## src/rtl/note_pkg.sv

```systemverilog
// Shared note encoding, octave-5 reference frequencies and half-period helper
// for the piano tone datapath.
package note_pkg;

  typedef enum logic [3:0] {
    NOTE_C, NOTE_CS, NOTE_D, NOTE_DS, NOTE_E, NOTE_F,
    NOTE_FS, NOTE_G, NOTE_GS, NOTE_A, NOTE_AS, NOTE_B, NOTE_REST
  } note_e;

  typedef struct packed {
    logic [3:0] note;
    logic [2:0] oct;
    logic       gate;
  } shadow_t;

  // Octave-5 frequencies in mHz, C5 .. B5
  localparam longint unsigned F_MHZ [12] = '{
    64'd523251, 64'd554365, 64'd587330, 64'd622254, 64'd659255, 64'd698456,
    64'd739989, 64'd783991, 64'd830609, 64'd880000, 64'd932328, 64'd987767
  };

  function automatic longint unsigned half_period(
    input longint unsigned clk_hz,
    input int unsigned     note,
    input int unsigned     oct,
    input int unsigned     ref_oct = 5
  );
    longint unsigned h;
    if (note >= 12) return 64'd0;
    h = (clk_hz * 64'd1000) / (64'd2 * F_MHZ[note[3:0]]);
    if (oct > ref_oct) h = h >> (oct - ref_oct);
    else               h = h << (ref_oct - oct);
    return h;
  endfunction

endpackage

```

## src/rtl/tone_channel.sv

```systemverilog
// One square-wave channel: shadow register, phase counter and tone state.
// Pitch/gate changes are sampled at the falling edge and applied after the low phase.
module tone_channel
  import note_pkg::*;
#(
  parameter int unsigned CLK_HZ  = 50_000_000,
  parameter int unsigned CNT_W   = 24,
  parameter int unsigned REF_OCT = 5
) (
  input  logic       clk,
  input  logic       reset,
  input  logic       wr,
  input  logic [3:0] wr_note,
  input  logic [2:0] wr_oct,
  input  logic       wr_gate,
  output logic       tone,
  output logic       active
);

  if (half_period(CLK_HZ, 0, 0, REF_OCT) >= (64'd1 << CNT_W)) begin : g_cnt_w_check
    $error("tone_channel: CNT_W too small for the C0 half-period");
  end

  function automatic logic [15:0][CNT_W-1:0] build_tab();
    logic [15:0][CNT_W-1:0] t;
    t = '0;
    for (int unsigned n = 0; n < 12; n++)
      t[n] = CNT_W'(half_period(CLK_HZ, n, REF_OCT, REF_OCT));
    return t;
  endfunction

  localparam logic [15:0][CNT_W-1:0] HALF_TAB = build_tab();

  // Bit 1 = active, bit 0 = tone, so both outputs come straight from flops
  typedef enum logic [1:0] {
    ST_IDLE = 2'b00,
    ST_LOW  = 2'b10,
    ST_HIGH = 2'b11
  } state_e;

  state_e           state, state_n;
  shadow_t          shadow;
  logic [CNT_W-1:0] cnt, cnt_n, tc, tc_n, pend_tc, pend_tc_n;
  logic [CNT_W-1:0] base, half, new_tc;
  logic             pend_ok, pend_ok_n, valid;

  always_comb begin
    valid = shadow.gate && (shadow.note < 4'(NOTE_REST));
    base  = HALF_TAB[shadow.note];
    if (shadow.oct > 3'(REF_OCT)) half = base >> (shadow.oct - 3'(REF_OCT));
    else                          half = base << (3'(REF_OCT) - shadow.oct);
    new_tc = (half == '0) ? '0 : half - CNT_W'(1);
  end

  always_comb begin
    state_n   = state;
    cnt_n     = cnt + CNT_W'(1);
    tc_n      = tc;
    pend_tc_n = pend_tc;
    pend_ok_n = pend_ok;
    unique case (state)
      ST_IDLE: begin
        cnt_n = '0;
        if (valid) begin
          state_n = ST_HIGH;
          tc_n    = new_tc;
        end
      end
      ST_HIGH: begin
        if (cnt == tc) begin
          cnt_n     = '0;
          state_n   = ST_LOW;
          pend_ok_n = valid;
          pend_tc_n = new_tc;
        end
      end
      ST_LOW: begin
        if (cnt == tc) begin
          cnt_n = '0;
          if (pend_ok) begin
            state_n = ST_HIGH;
            tc_n    = pend_tc;
          end else begin
            state_n = ST_IDLE;
          end
        end
      end
      default: begin
        state_n = ST_IDLE;
        cnt_n   = '0;
      end
    endcase
  end

  always_ff @(posedge clk) begin
    if (!reset) begin
      state   <= ST_IDLE;
      shadow  <= '0;
      cnt     <= '0;
      tc      <= '0;
      pend_tc <= '0;
      pend_ok <= 1'b0;
    end else begin
      state   <= state_n;
      cnt     <= cnt_n;
      tc      <= tc_n;
      pend_tc <= pend_tc_n;
      pend_ok <= pend_ok_n;
      if (wr) shadow <= '{note: wr_note, oct: wr_oct, gate: wr_gate};
    end
  end

  assign tone   = state[0];
  assign active = state[1];

endmodule

```

## src/rtl/note_tone_bank.sv

```systemverilog
// Polyphonic square-wave tone bank: N_CH tone_channel instances, write decode
// and a registered popcount of the tone outputs.
module note_tone_bank
  import note_pkg::*;
#(
  parameter int unsigned CLK_HZ  = 50_000_000,
  parameter int unsigned N_CH    = 4,
  parameter int unsigned CNT_W   = 24,
  parameter int unsigned REF_OCT = 5,
  localparam int unsigned CH_W   = (N_CH > 1) ? $clog2(N_CH) : 1,
  localparam int unsigned MIX_W  = $clog2(N_CH + 1)
) (
  input  logic             clk,
  input  logic             reset,
  input  logic             wr_en,
  input  logic [CH_W-1:0]  wr_ch,
  input  logic [3:0]       wr_note,
  input  logic [2:0]       wr_oct,
  input  logic             wr_gate,
  output logic [N_CH-1:0]  tone_o,
  output logic [N_CH-1:0]  active_o,
  output logic [MIX_W-1:0] mix_o
);

  if (N_CH < 1 || N_CH > 16) begin : g_n_ch_check
    $error("note_tone_bank: N_CH must be 1..16");
  end

  for (genvar i = 0; i < N_CH; i++) begin : g_ch
    tone_channel #(
      .CLK_HZ  (CLK_HZ),
      .CNT_W   (CNT_W),
      .REF_OCT (REF_OCT)
    ) u_ch (
      .clk     (clk),
      .reset   (reset),
      .wr      (wr_en && (32'(wr_ch) == i)),
      .wr_note (wr_note),
      .wr_oct  (wr_oct),
      .wr_gate (wr_gate),
      .tone    (tone_o[i]),
      .active  (active_o[i])
    );
  end

  logic [MIX_W-1:0] pop;

  always_comb begin
    pop = '0;
    for (int unsigned i = 0; i < N_CH; i++) pop = pop + MIX_W'(tone_o[i]);
  end

  always_ff @(posedge clk) begin
    if (!reset) mix_o <= '0;
    else        mix_o <= pop;
  end

endmodule
```

## config.mk

```make
export PLATFORM = sky130hd
export DESIGN_NAME = note_tone_bank
export DESIGN_NICKNAME = d
export VERILOG_FILES = /design/src/rtl/note_pkg.sv /design/src/rtl/tone_channel.sv /design/src/rtl/note_tone_bank.sv
export SDC_FILE = /design/constraint.sdc
export NUM_CORES = 1
export LEC_CHECK = 0
export CAP_MARGIN = 30
export CORE_ASPECT_RATIO = 2
export CORE_MARGIN = 2
export CORE_UTILIZATION = 35
export DETAILED_ROUTE_END_ITERATION = 8
export GPL_ROUTABILITY_DRIVEN = 0
export SYNTH_ARGS = -nofsm -noshare
export SYNTH_HDL_FRONTEND = slang
export SYNTH_SLANG_ARGS = --single-unit
```

## constraint.sdc

```tcl
create_clock -name clk -period 7.63 [get_ports clk]
set_clock_uncertainty 0.1 [all_clocks]
set_input_delay 1.526 -clock clk [delete_from_list [all_inputs] [get_ports clk]]
set_output_delay 1.526 -clock clk [all_outputs]
set_load 0.1 [all_outputs]
```

==> summary.txt <==
Routing
  – Routed WL per cell: 18.5 µm
  – Drt first pass iters: 5
  – Final ANT Viol Nets: 0
  – DR iter-0 viols: 1103
  – Post-Route WL: 70800 µm
  – Via-to-Cell Ratio: 5.68
  – Via count: 21700
  – DRC Markers: 0

Placement
  – Pre-CTS setup slack: 2.39 ns
  – DP HPWL: 54100 µm
  – Number of I/O port buffers: 23

Clocking
  – CTS H-tree lvls: 2
  – CTS sink count: 399
  – Setup Fix Bufs, Post-CTS: 0
  – Hold-fix buffers, CTS: 0
  – Clock slew at reported path FFs: 0.06 ns
  – Skew-Pair Late Insertion Delay: 0.58 ns
  – Max clock buf depth: 3
  – CTS tree: done
  – Post_cts resized: 0
  – Cts bufs inserted: 39
  – Root Buffer: clkbuf_16

Die
  – Top Ports: 24
  – Die H: 386 µm
  – Core outline area: 72500 µm²
  – Die width: 195 µm
  – Die area: 75200 µm²
  – Initial Utilization: 0.352
  – Cell Rows: 140

Pwr
  – Pint: 0.00367 W
  – Switching pwr: 0.00148 W
  – PD cells: 187 nW/µm²
  – Logic pwr share: 0.169
  – Clock Power Share: 0.401
  – Seq pwr share: 0.430
  – Leak pwr: 9.79 nW
  – Maximum vdd drop: 0.168 mV
  – Sw frac: 0.287

Worst setup path
  – CP cell instances: clkinv_1 -> ha_1 -> xor2_1 -> nor2_1 -> a221oi_1 -> ha_1 -> a21boi_0 -> nand2_1 -> nor4_4 -> nor2_1 -> buf_4 -> a22oi_1 -> a21oi_1
  – Flop2flop setup slack: 2.31 ns
  – CP top delay family: simple AND/OR/NAND/NOR gates
  – WP data arrival: 5.65 ns
  – Stages on worst setup path: 13
  – CP endpoint kind: register
  – Max FO, Critical Path: 16
  – Critical Path Start Type: register
  – Critical R2R Launch: g_ch[3].u_ch.shadow[2]
  – R2R depth: 13
  – Worst R2R End: g_ch[3].u_ch.tc[7]
  – Setup CP Type: register to register
  – CP Launch Point: g_ch[3].u_ch.shadow[2]
  – Slowest CP cell: xor2_1
  – Worst EP required: 7.96 ns
  – CP peak stage delay: 0.80 ns
  – Worst path bufs/invs: 2
  – CP Capture Point: g_ch[3].u_ch.tc[7]

Synth
  – Post-synthesis xor/xnor area fraction: 0.0910
  – Yosys reg bits: 399
  – Post-synthesis sequential area ratio: 0.313
  – Yosys cell types: 88
  – Syn Area/Cell: 8.55 µm²
  – Cell count after synthesis: 2985
  – Mapped Area: 25500 µm²
  – Syn nets: 3051
  – Number of synthesized flops with an enable pin: 0
  – Mux share of post-synthesis cell area: 0.161
  – Simple-Gate Fraction of Synth Area: 0.194
  – Synth warn: 0
  – Synth Area in Adders: 0.0263
  – Post-synthesis compound-gate area fraction: 0.161
  – Post-synth top flop: dfxtp_1
  – Post-synth ARST share: 0
  – Main combinational cell family by area after synthesis: simple AND/OR/NAND/NOR gates

Final layout
  – Final nets: 2936
  – Storage element area: 8000 µm²
  – ANT cells: 0
  – Layout area overhead: 8.09%
  – Fill count: 7503
  – Multi-input logic area: 16200 µm²
  – Share of layout cells above drive strength 1: 0.0994

Global routing
  – Total GRT Usage: 0.186
  – Largest net degree at the start of global routing: 77
  – Initial antenna violation count: 0
  – Grt total ovfl: 0
  – Vias in the first global route: 21700
  – Global-route wire length before repair: 114000 µm

STA
  – FMAX: 188 MHz
  – Final Hold Vio Count: 0
  – Final worst-path setup slack: 2.31 ns
  – Setup TNS: 0 ns
  – Final period utilization: 0.697
  – Worst slew pin tran: 1.06 ns
  – Fin. max-slew vios: 0
  – Max-slew headroom: 0.290
  – Final Setup Violations: 0
  – Final worst path period need: 5.32 ns
  – Unrepaired setup endpoints after global routing: false

Worst hold path
  – Worst hold path class: register to register

Status
  – Outcome: finished clean

Flow run
  – Maximum Capacitance Violations: 0
how the worst min path moves through the flow:
stage | start | end | slack, ns | depth (start not counted)
after CTS | g_ch[0].u_ch.pend_tc[22] | g_ch[0].u_ch.pend_tc[22] | 0.34 | 2
after global routing | g_ch[0].u_ch.pend_tc[23] | g_ch[0].u_ch.pend_tc[23] | 0.37 | 2
after global placement | g_ch[0].u_ch.pend_tc[22] | g_ch[0].u_ch.pend_tc[22] | 0.33 | 2
final | g_ch[0].u_ch.pend_tc[22] | g_ch[0].u_ch.pend_tc[22] | 0.34 | 2
after detailed placement | g_ch[0].u_ch.pend_tc[22] | g_ch[0].u_ch.pend_tc[22] | 0.33 | 2
after floorplan | g_ch[0].u_ch.pend_tc[22] | g_ch[0].u_ch.pend_tc[22] | 0.32 | 2
per-layer routing:
metal / share of wire / GRT usage
met3: 0.023 / 0.0173
met4: 0.064 / 0.119
met5: 0 / 0
met2: 0.58 / 0.392
met1: 0.33 / 0.162
power groups by stage:
stage | logic [W] | registers (W) | clock network (W)
after detailed placement | 0.000863 | 0.00226 | 0
after global placement | 0.000854 | 0.00226 | 0
after floorplan | 0.000684 | 0.00222 | 0
after global routing | 0.000948 | 0.00223 | 0.00219
after CTS | 0.000866 | 0.00222 | 0.00212
final | 0.000870 | 0.00222 | 0.00207
cell usage after synthesis (27+ instances only):
master / instances / area [µm²]
ha_1: 52 / 651
inv_1: 56 / 210
o21ai_0: 187 / 936
nor3_1: 60 / 300
nand4_1: 44 / 275
mux2_2: 46 / 518
xnor2_1: 136 / 1190
dfxtp_1: 399 / 7990
a31oi_1: 48 / 300
nand2b_1: 27 / 169
and3_1: 31 / 194
mux4_2: 85 / 1910
buf_2: 32 / 160
o22ai_1: 52 / 325
nor4_1: 33 / 206
xor2_1: 129 / 1130
nor2_1: 322 / 1210
mux2i_1: 137 / 1370
clkbuf_1: 144 / 541
a21oi_1: 153 / 766
nand3_1: 155 / 776
a22oi_1: 45 / 338
nand2_1: 260 / 976
state kept, by name, indices dropped and copies added, names as in the netlist:
| name | count |
|---|---|
| g_ch.u_ch.base | 64 |
| g_ch.u_ch.cnt | 96 |
| g_ch.u_ch.pend_ok | 4 |
| g_ch.u_ch.pend_tc | 96 |
| g_ch.u_ch.shadow | 32 |
| g_ch.u_ch.state | 8 |
| g_ch.u_ch.tc | 96 |
| mix_o | 3 |
through the flow:
step | instance area (µm²) | cells | util | hold WS (ns) | total power, W
finish | 27600 | 3821 | 0.380 | 0.339 | 0.00515
global route | 27600 | 3821 | 0.380 | 0.370 | 0.00536
CTS | 27500 | 3820 | 0.380 | 0.341 | 0.00521
detailed placement | 26200 | 3751 | 0.361 | 0.331 | 0.00313
global placement | 26100 | 3747 | 0.360 | 0.326 | 0.00312
floorplan | 25500 | 2985 | - | 0.315 | 0.00290
kinds of logic (layout without fill, tap and decap cells):
family / after synthesis / count (layout)
AND/OR/NAND/NOR: 1046 / 1046
buffers and inverters: 286 / 199
XOR/XNOR: 265 / 265
adder cells (fa/ha/maj): 53 / 53
AO/OA/AOI/OAI: 656 / 656
multiplexers: 280 / 280
flip-flops: 399 / 399
cell usage in the layout (no fill, tap or decap), drive strengths merged, types with 97 or more instances in the layout:
master	Yosys	layout
o21ai	187	187
mux2i	137	137
dfxtp	399	399
nand2	260	260
xnor2	136	136
mux4	97	97
xor2	129	129
a21oi	153	153
nor2	322	322
nand3	157	157
layout make-up:
class                           instances  area share
Clock buffer                           55      0.0413
Clock inverter                         14     0.00712
Inverter                               62     0.00853
Multi-Input combinational cell       2300       0.588
Sequential cell                       399       0.290
Tap cell                              923      0.0419
Timing Repair Buffer                   68      0.0234
worst reg2reg max path, cell delays in order (launching register included):
cell and delay (ns):
dfxtp_2 0.33, clkinv_1 0.30, ha_1 0.35, xor2_1 0.81, nor2_1 0.27, a221oi_1 0.74
ha_1 0.32, a21boi_0 0.23, nand2_1 0.14, nor4_4 0.74, nor2_1 0.34, buf_4 0.27
a22oi_1 0.15, a21oi_1 0.08
Note: power is estimated with default switching activity, not from simulation.
